===== config.mk =====
export PLATFORM = sky130hd
export DESIGN_NAME = lv_int_status_agg
export DESIGN_NICKNAME = d
export VERILOG_FILES = /design/src/rtl/lv_int_status_agg.sv
export SDC_FILE = /design/constraint.sdc
export NUM_CORES = 1
export LEC_CHECK = 0
export CAP_MARGIN = 20
export CORE_ASPECT_RATIO = 1.75
export CORE_MARGIN = 1.5
export CORE_UTILIZATION = 40
export DETAILED_ROUTE_END_ITERATION = 8
export PLACE_DENSITY = 0.72
export SLEW_MARGIN = 40
export SYNTH_ARGS = -nofsm -noshare
export SYNTH_HDL_FRONTEND = slang
export SYNTH_SLANG_ARGS = --single-unit
export TNS_END_PERCENT = 30

===== constraint.sdc =====
create_clock -name i_clk -period 1.8 [get_ports i_clk]
set_clock_uncertainty 0.15 [all_clocks]
set_input_delay 0.36 -clock i_clk [delete_from_list [all_inputs] [get_ports i_clk]]
set_output_delay 0.36 -clock i_clk [all_outputs]
set_load 0.01 [all_outputs]

===== src/rtl/lv_int_status_agg.sv =====
// LV/HV status merge with sticky latching, W1C clear, per-bit fault masking and interrupt generation.
// Optional build macro LV_INT_RD_CLR_EN: reads also clear the addressed sticky word.
module lv_int_status_agg #(
  parameter int REG_DW   = 8,
  parameter int NUM_REG  = 4,
  parameter int INT_MODE = 0,
  parameter int INT_PW   = 16,
  localparam int IDX_W   = (NUM_REG > 1) ? $clog2(NUM_REG) : 1,
  localparam int TOT_W   = NUM_REG * REG_DW
) (
  input  logic              i_clk,
  input  logic              i_rst_n,
  input  logic [TOT_W-1:0]  i_lv_status,
  input  logic [TOT_W-1:0]  i_hv_status,
  input  logic              i_hv_vld,
  input  logic [TOT_W-1:0]  i_mask,
  input  logic              i_clr_vld,
  input  logic [IDX_W-1:0]  i_clr_idx,
  input  logic [REG_DW-1:0] i_clr_data,
  input  logic              i_rd_vld,
  input  logic [IDX_W-1:0]  i_rd_idx,
  output logic [REG_DW-1:0] o_rd_data,
  output logic              o_rd_ack,
  output logic [TOT_W-1:0]  o_flt,
  output logic              o_int
);

  logic [TOT_W-1:0]  hv_shadow;
  logic [TOT_W-1:0]  sticky;
  logic [TOT_W-1:0]  raw;
  logic [TOT_W-1:0]  clr_mask;
  logic [TOT_W-1:0]  sticky_next;
  logic [TOT_W-1:0]  flt_next;
  logic [REG_DW-1:0] rd_word;

  assign raw = i_lv_status | hv_shadow;

  // Indices that do not name a real word match no k, so such clears/reads are no-ops/zero.
  always_comb begin
    clr_mask = '0;
    rd_word  = '0;
    for (int k = 0; k < NUM_REG; k++) begin
      if (i_clr_vld && (i_clr_idx == IDX_W'(k)))
        clr_mask[k*REG_DW +: REG_DW] = i_clr_data;
`ifdef LV_INT_RD_CLR_EN
      if (i_rd_vld && (i_rd_idx == IDX_W'(k)))
        clr_mask[k*REG_DW +: REG_DW] = {REG_DW{1'b1}};
`endif
      if (i_rd_idx == IDX_W'(k))
        rd_word = sticky[k*REG_DW +: REG_DW];
    end
  end

  // Set wins over clear: raw is OR-ed in after the clear mask is applied.
  assign sticky_next = (sticky & ~clr_mask) | raw;
  assign flt_next    = sticky_next & ~i_mask;

  always_ff @(posedge i_clk or negedge i_rst_n) begin
    if (!i_rst_n) begin
      hv_shadow <= '0;
      sticky    <= '0;
      o_flt     <= '0;
      o_rd_ack  <= 1'b0;
      o_rd_data <= '0;
    end else begin
      if (i_hv_vld)
        hv_shadow <= i_hv_status;
      sticky   <= sticky_next;
      o_flt    <= flt_next;
      o_rd_ack <= i_rd_vld;
      if (i_rd_vld)
        o_rd_data <= rd_word;
    end
  end

  if (INT_MODE == 0) begin : g_level

    always_ff @(posedge i_clk or negedge i_rst_n) begin
      if (!i_rst_n)
        o_int <= 1'b0;
      else
        o_int <= |flt_next;
    end

  end else begin : g_pulse

    localparam int CNT_W = $clog2(INT_PW + 1);

    typedef enum logic {
      IDLE,
      PULSE
    } state_t;

    state_t           state;
    logic [CNT_W-1:0] cnt;
    logic             new_evt;

    // Only bits newly appearing in the unmasked fault vector count as events.
    assign new_evt = |(flt_next & ~o_flt);

    always_ff @(posedge i_clk or negedge i_rst_n) begin
      if (!i_rst_n) begin
        state <= IDLE;
        cnt   <= '0;
        o_int <= 1'b0;
      end else begin
        case (state)
          IDLE: begin
            if (new_evt) begin
              state <= PULSE;
              cnt   <= CNT_W'(INT_PW);
              o_int <= 1'b1;
            end
          end
          PULSE: begin
            if (new_evt) begin
              cnt <= CNT_W'(INT_PW);
            end else if (cnt == CNT_W'(1)) begin
              state <= IDLE;
              cnt   <= '0;
              o_int <= 1'b0;
            end else begin
              cnt <= cnt - CNT_W'(1);
            end
          end
          default: begin
            state <= IDLE;
            cnt   <= '0;
            o_int <= 1'b0;
          end
        endcase
      end
    end

  end

endmodule

# After elaboration in Yosys (flattened, before gate mapping)
# Index checks and enable logic that the tools add are counted.
dict set report totals {
  out_inout_bits 42
  word_cells 33
  inputBits 113
  regBits 106
}
dict set report op_classes {
  muxes 8
  bitwise_logic 6
  eq_ne 6
  n_reduce_logical 7
}
# op n
set ops {}
lappend ops {{$and A32 B32 Y32} 2}
lappend ops {{$mux W8} 8}
lappend ops {{$not A32 Y32} 2}
lappend ops {{$or A32 B32 Y32} 2}
lappend ops {{$reduce_or A32 Y1} 1}
lappend ops {{$eq A2 B2 Y1 const B} 4}
lappend ops {{$eq A2 B1 Y1 const B} 2}
lappend ops {{$logic_and A1 B1 Y1} 4}
lappend ops {{$logic_not A2 Y1} 2}

# Longest topological paths before layout
dict set report depth {
  word_depth 8
  mapped_depth 8
  ltp_nobuf 5
}

# Least setup slack after synthesis
# OpenSTA, ideal clock, no wires.
dict set report synth_path {
  path_kind {in2reg}
  startpoint {input i_clr_idx[0]}
  endpoint {register o_int}
  setup_time_ps 138
  path_slack_ps -10
  path_buffers 2
  path_stages 7
  t_arrival_ps 1522
  t_required_ps 1512
  cell_sequence {buf_6 > buf_12 > nand4b_1 > a211oi_2 > o22ai_1 > nor4_2 > nand4_1}
}
dict set report synth_between {
  elab_chain_cells 8
  word_cells_on_any_way 17
  cone_classes {3 x eq/ne; 4 x mux; 4 x bitwise; 6 x reduce/logical}
}
# item line_no
set synth_lines {}
lappend synth_lines {{start: declaration} 18} ;# input logic [IDX_W-1:0] i_clr_idx,
lappend synth_lines {{$eq A2 B1 Y1 (tied with other cells)} 43} ;# if (i_clr_vld && (i_clr_idx == IDX_W'(k)))
lappend synth_lines {{$logic_and A1 B1 Y1} 43}
lappend synth_lines {{$mux W8} 43}
lappend synth_lines {{$not A32 Y32 (*)} 55} ;# assign sticky_next = (sticky & ~clr_mask) | raw;
lappend synth_lines {{$and A32 B32 Y32 (*)} 55}
lappend synth_lines {{$or A32 B32 Y32 (*)} 55}
lappend synth_lines {{$and A32 B32 Y32 (*)} 56} ;# assign flt_next = sticky_next & ~i_mask;
lappend synth_lines {{$reduce_or A32 Y1 (*)} 82} ;# o_int <= |flt_next;
lappend synth_lines {{end signal: assignment} 82}
lappend synth_lines {{end: declaration} 25} ;# output logic o_int
# Mark *: on every way between the ends. The rest lies on a longest branch, timed or not.
# A chain may end at the register's enable or synchronous reset.

# Worst setup path after layout
dict set report layout_path {
  startpoint {input i_clr_data[7]}
  endpoint {register o_int}
}
dict set report layout_between {
  elab_chain_cells 6
  word_cells_on_any_way 9
  cone_classes {4 x mux; 4 x bitwise; 1 x reduce/logical}
}
# item line_no
set layout_lines {}
lappend layout_lines {{start: declaration} 19} ;# input logic [REG_DW-1:0] i_clr_data,
lappend layout_lines {{$mux W8} 43}
lappend layout_lines {{$not A32 Y32} 55}
lappend layout_lines {{$and A32 B32 Y32} 55}
lappend layout_lines {{$or A32 B32 Y32} 55}
lappend layout_lines {{named net sticky_next[15]} 32} ;# logic [TOT_W-1:0] sticky_next;
lappend layout_lines {{$and A32 B32 Y32} 56}
lappend layout_lines {{named net flt_next[15]} 33} ;# logic [TOT_W-1:0] flt_next;
lappend layout_lines {{$reduce_or A32 Y1} 82}
# The timed path passes the listed nets, and every way through them passes these cells.

==> results.md <==
- Summed over all layers, the routed wires come to 14.3 mm.
- The finished layout holds 682 standard cells, fillers aside.
- The run finished with clean final reports.
- The ratio of total power to cell area is 740 mW/mm^2.
- The number of antenna diodes in the final layout is 0.
- The average size of a mapped cell is 13.5 um^2.
- The die covers 0.0119 mm^2.
- The type of the worst min-delay path is input port to asynchronous set/reset pin.
- The kind of start point of the critical path is an input port.
- At the worst endpoint, the required time is 1.87 ns.
- Ranked by total cell area, the synthesized netlist is headed by sky130_fd_sc_hd__dfrtp_1 (59%), sky130_fd_sc_hd__mux2_2 (10%), sky130_fd_sc_hd__mux4_2 (4.0%).
- Entering global routing, the biggest net connects 46 pins.
- For this run, design rule violations remaining after detail routing come to 0.
- Among all cell types in the netlist, the one instantiated most often is sky130_fd_sc_hd__dfrtp_1.
- Setup violations remaining at the end of the flow were counted as 0.
- The later pin in the worst-skew pair is clocked with a latency of 0.35 ns.
- The total power draw is 5290 uW.
- The final-report max-slew violation count is 0.
- The flip-flop and latch count after synthesis is 106.
- At the end of routability-driven placement, the weighted congestion stood at 0.864.
- The minimum period implied by the final worst setup slack is 1.78 ns.
- In the final timing run, aggregate negative setup slack is 0 ns.
- The share of the synthesized area in the top cell type is 0.590.
- The global-route congestion overflow total is 0.
- Counting flops with a built-in enable in the synthesized netlist gives 0.
- The hold violation count in the final report came to 0.
- The worst-case IR drop observed on VDD is 0.000567 V.
- The part of the cycle the worst path needs is 0.991.
- The net count of the finished layout is 658.
- The via total after detailed routing is 3711.
- The number of iterations in the first detailed-routing pass is 5.
- The synthesized net count is 446.
- Synthesis produced a netlist whose cell count is 333.
- At the pin with the least slew margin, the transition time is 0.559 ns.
- The number of global-route vias before repair is 4020.
- The first global-routing pass estimated 21.5 mm of wire.
- The timing-limited maximum frequency is 0.561 GHz.
- The clock root buffer is sky130_fd_sc_hd__clkbuf_16.
- The register area share after synthesis is 0.590.
- The number of DRC markers after the initial detailed-route iteration is 273.
- The overall global routing resource usage is 0.245.
- The H-tree depth is 3.
- After synthesis, the most frequently instantiated cells are sky130_fd_sc_hd__dfrtp_1 (106), sky130_fd_sc_hd__mux2_2 (40), sky130_fd_sc_hd__nor2_1 (31).
- The final HPWL from detailed placement is 10.1 mm.
- The critical path is of the input port to register type.
- Input and output buffers added on the ports amount to 154.
- The average wire per standard cell is 21.0 um.
- Summed over all cells, the static leakage comes to 0.00277 uW.
- The initial antenna violation count is 0.
- In the final layout, the share of cells above drive strength 1 is 0.309.
- The worst hold slack after final layout is 0.280 ns.
- In this run the count of I/O pins placed on the die edge is 155.
- The Yosys step of the flow raised 0 warnings.
- The cell taking the most area after synthesis is sky130_fd_sc_hd__dfrtp_1.
- In this run the worst path has a maximum fanout of 3.
- The number of max-capacitance violations reported is 0.
- Counting distinct cell types in the post-synthesis netlist gives 33.
- After detailed placement, the design holds a cell count of 651.
- In this run, CTS created clock tree buffers numbering 9.
- The clock net in this run drives a total of 106 sinks.
- The worst setup path is captured at a register.
- The worst slew slack as a fraction of its limit is 0.625.
- Clock-pin slew was measured on the worst setup and hold paths at 0.07 ns.
- STA puts the critical path data arrival time at 1.85 ns.
- The area added between synthesis and finish is 59.2%.
- The floorplan step set the die height to 143 um.
- The total number of placement rows is 51.
- The effective utilization at floorplan is 0.407.
- Counting flops with an async set or reset pin after synthesis yields a share of 1.00.
- After synthesis the cells add up to 0.00449 mm^2.
- OpenSTA, run right after detailed placement, puts the worst setup slack at -0.785 ns.
- The maximum buffer depth of the clock tree is 2.
- The average vias per placed instance is 5.44.
- The die span in x is 83.1 um.
- After floorplanning, the core was sized to cover 0.0110 mm^2.
- TritonCTS built the clock tree.
- The number of antenna-violating nets in the routed design is 0.
- After filler insertion, the fill cell instance count of the layout stands at 817.
- The most used flip-flop cell after synthesis is sky130_fd_sc_hd__dfrtp_1.
- The least setup slack across all paths after layout is 0.0170 ns.
[cells by family (layout without fill, tap and decap cells)]
group	Yosys count	after routing	share of synthesized area
muxes	48	48	0.140
DFF	106	106	0.590
and+or+nand+nor	89	89	0.123
AOI/OAI and AO/OA	46	46	0.0863
buffers and inverters	44	261	0.0599
[metrics by stage]
| step | area [um^2] | utilization |
|---|---|---|
| after floorplan | 4500 | - |
| after global placement | 6520 | 0.591 |
| after detailed placement | 6520 | 0.591 |
| after CTS | 7060 | 0.639 |
| after global routing | 7150 | 0.648 |
| final | 7150 | 0.648 |
[final cells by class]
type	count	area, um^2	area share
tap	132	165	0.0231
inverter	28	105	0.0147
multi-input combinational	183	1730	0.242
clock inverter	3	15.0	0.00210
timing repair buffer	217	2240	0.313
clock buffer	13	250	0.0350
sequential	106	2650	0.371
[flip-flops by register name (all words and copies together) (netlist names)]
name and count:
o_rd_data 8, sticky 32, o_rd_ack 1, o_int 1, hv_shadow 32, o_flt 32
[critical path, stage by stage]
cell,delay (ns)
sky130_fd_sc_hd__clkdlybuf4s50_1,0.55
sky130_fd_sc_hd__nand4b_1,0.13
sky130_fd_sc_hd__a211o_1,0.33
sky130_fd_sc_hd__nor2b_4,0.15
sky130_fd_sc_hd__nor4_4,0.22
sky130_fd_sc_hd__nand4_1,0.12
[per-layer routing]
layer	share of wire	track usage	vias up	routed length, um
met5	0	0	-	0
met4	0.040	0.114	0	570
met2	0.57	0.461	161	8140
met1	0.33	0.258	1868	4780
met3	0.059	0.0514	37	845
li1	-	-	1645	-
[what timing repair did]
| item | CTS | global route |
|---|---|---|
| hold buffers | 1 | 0 |
| hold endpoints to repair | 16 | 0 |
| resized for setup | 47 | 14 |
| endpoints found under the setup margin | 7 | 3 |
| cloned | 4 | 1 |
| pin swaps | 24 | 11 |
| buffers inserted | 8 | 1 |
[cells in the final DEF (no fill, tap or decap), drive strengths merged, types with 6 or more instances in the layout]
master / n
a211oi: 26
buf: 63
clkbuf: 15
clkdlybuf4s50: 136
dfrtp: 106
dlygate4sd2: 11
inv: 28
mux2: 40
mux4: 8
nand2: 15
nand4: 7
nand4b: 13
nand4bb: 7
nor2: 31
nor3: 6
o22ai: 12
[power breakdown]
group | total (uW) | internal, uW | switching, uW | leakage (uW)
combinational | 890 | 540 | 350 | 0.00152
clock | 1800 | 971 | 834 | 0.000133
sequential | 2600 | 2510 | 82.1 | 0.00112
[path summary, 6_finish.rpt]
kind                                   endpoint  slack [ns]  cells past startpoint                 startpoint
min reg2reg                sticky[30]$_DFF_PN0_        0.36                      2  hv_shadow[30]$_DFFE_PN0P_
min in group i_clk         sticky[18]$_DFF_PN0_        0.30                      3            i_lv_status[18]
max in group asynchronous   o_flt[17]$_DFF_PN0_        0.68                      3                    i_rst_n
max                             o_int$_DFF_PN0_        0.02                      6              i_clr_data[7]
min                         o_flt[10]$_DFF_PN0_        0.28                      2                    i_rst_n
max reg2reg                     o_int$_DFF_PN0_        0.08                      5   hv_shadow[1]$_DFFE_PN0P_
Note: power is estimated with default switching activity, not from simulation.
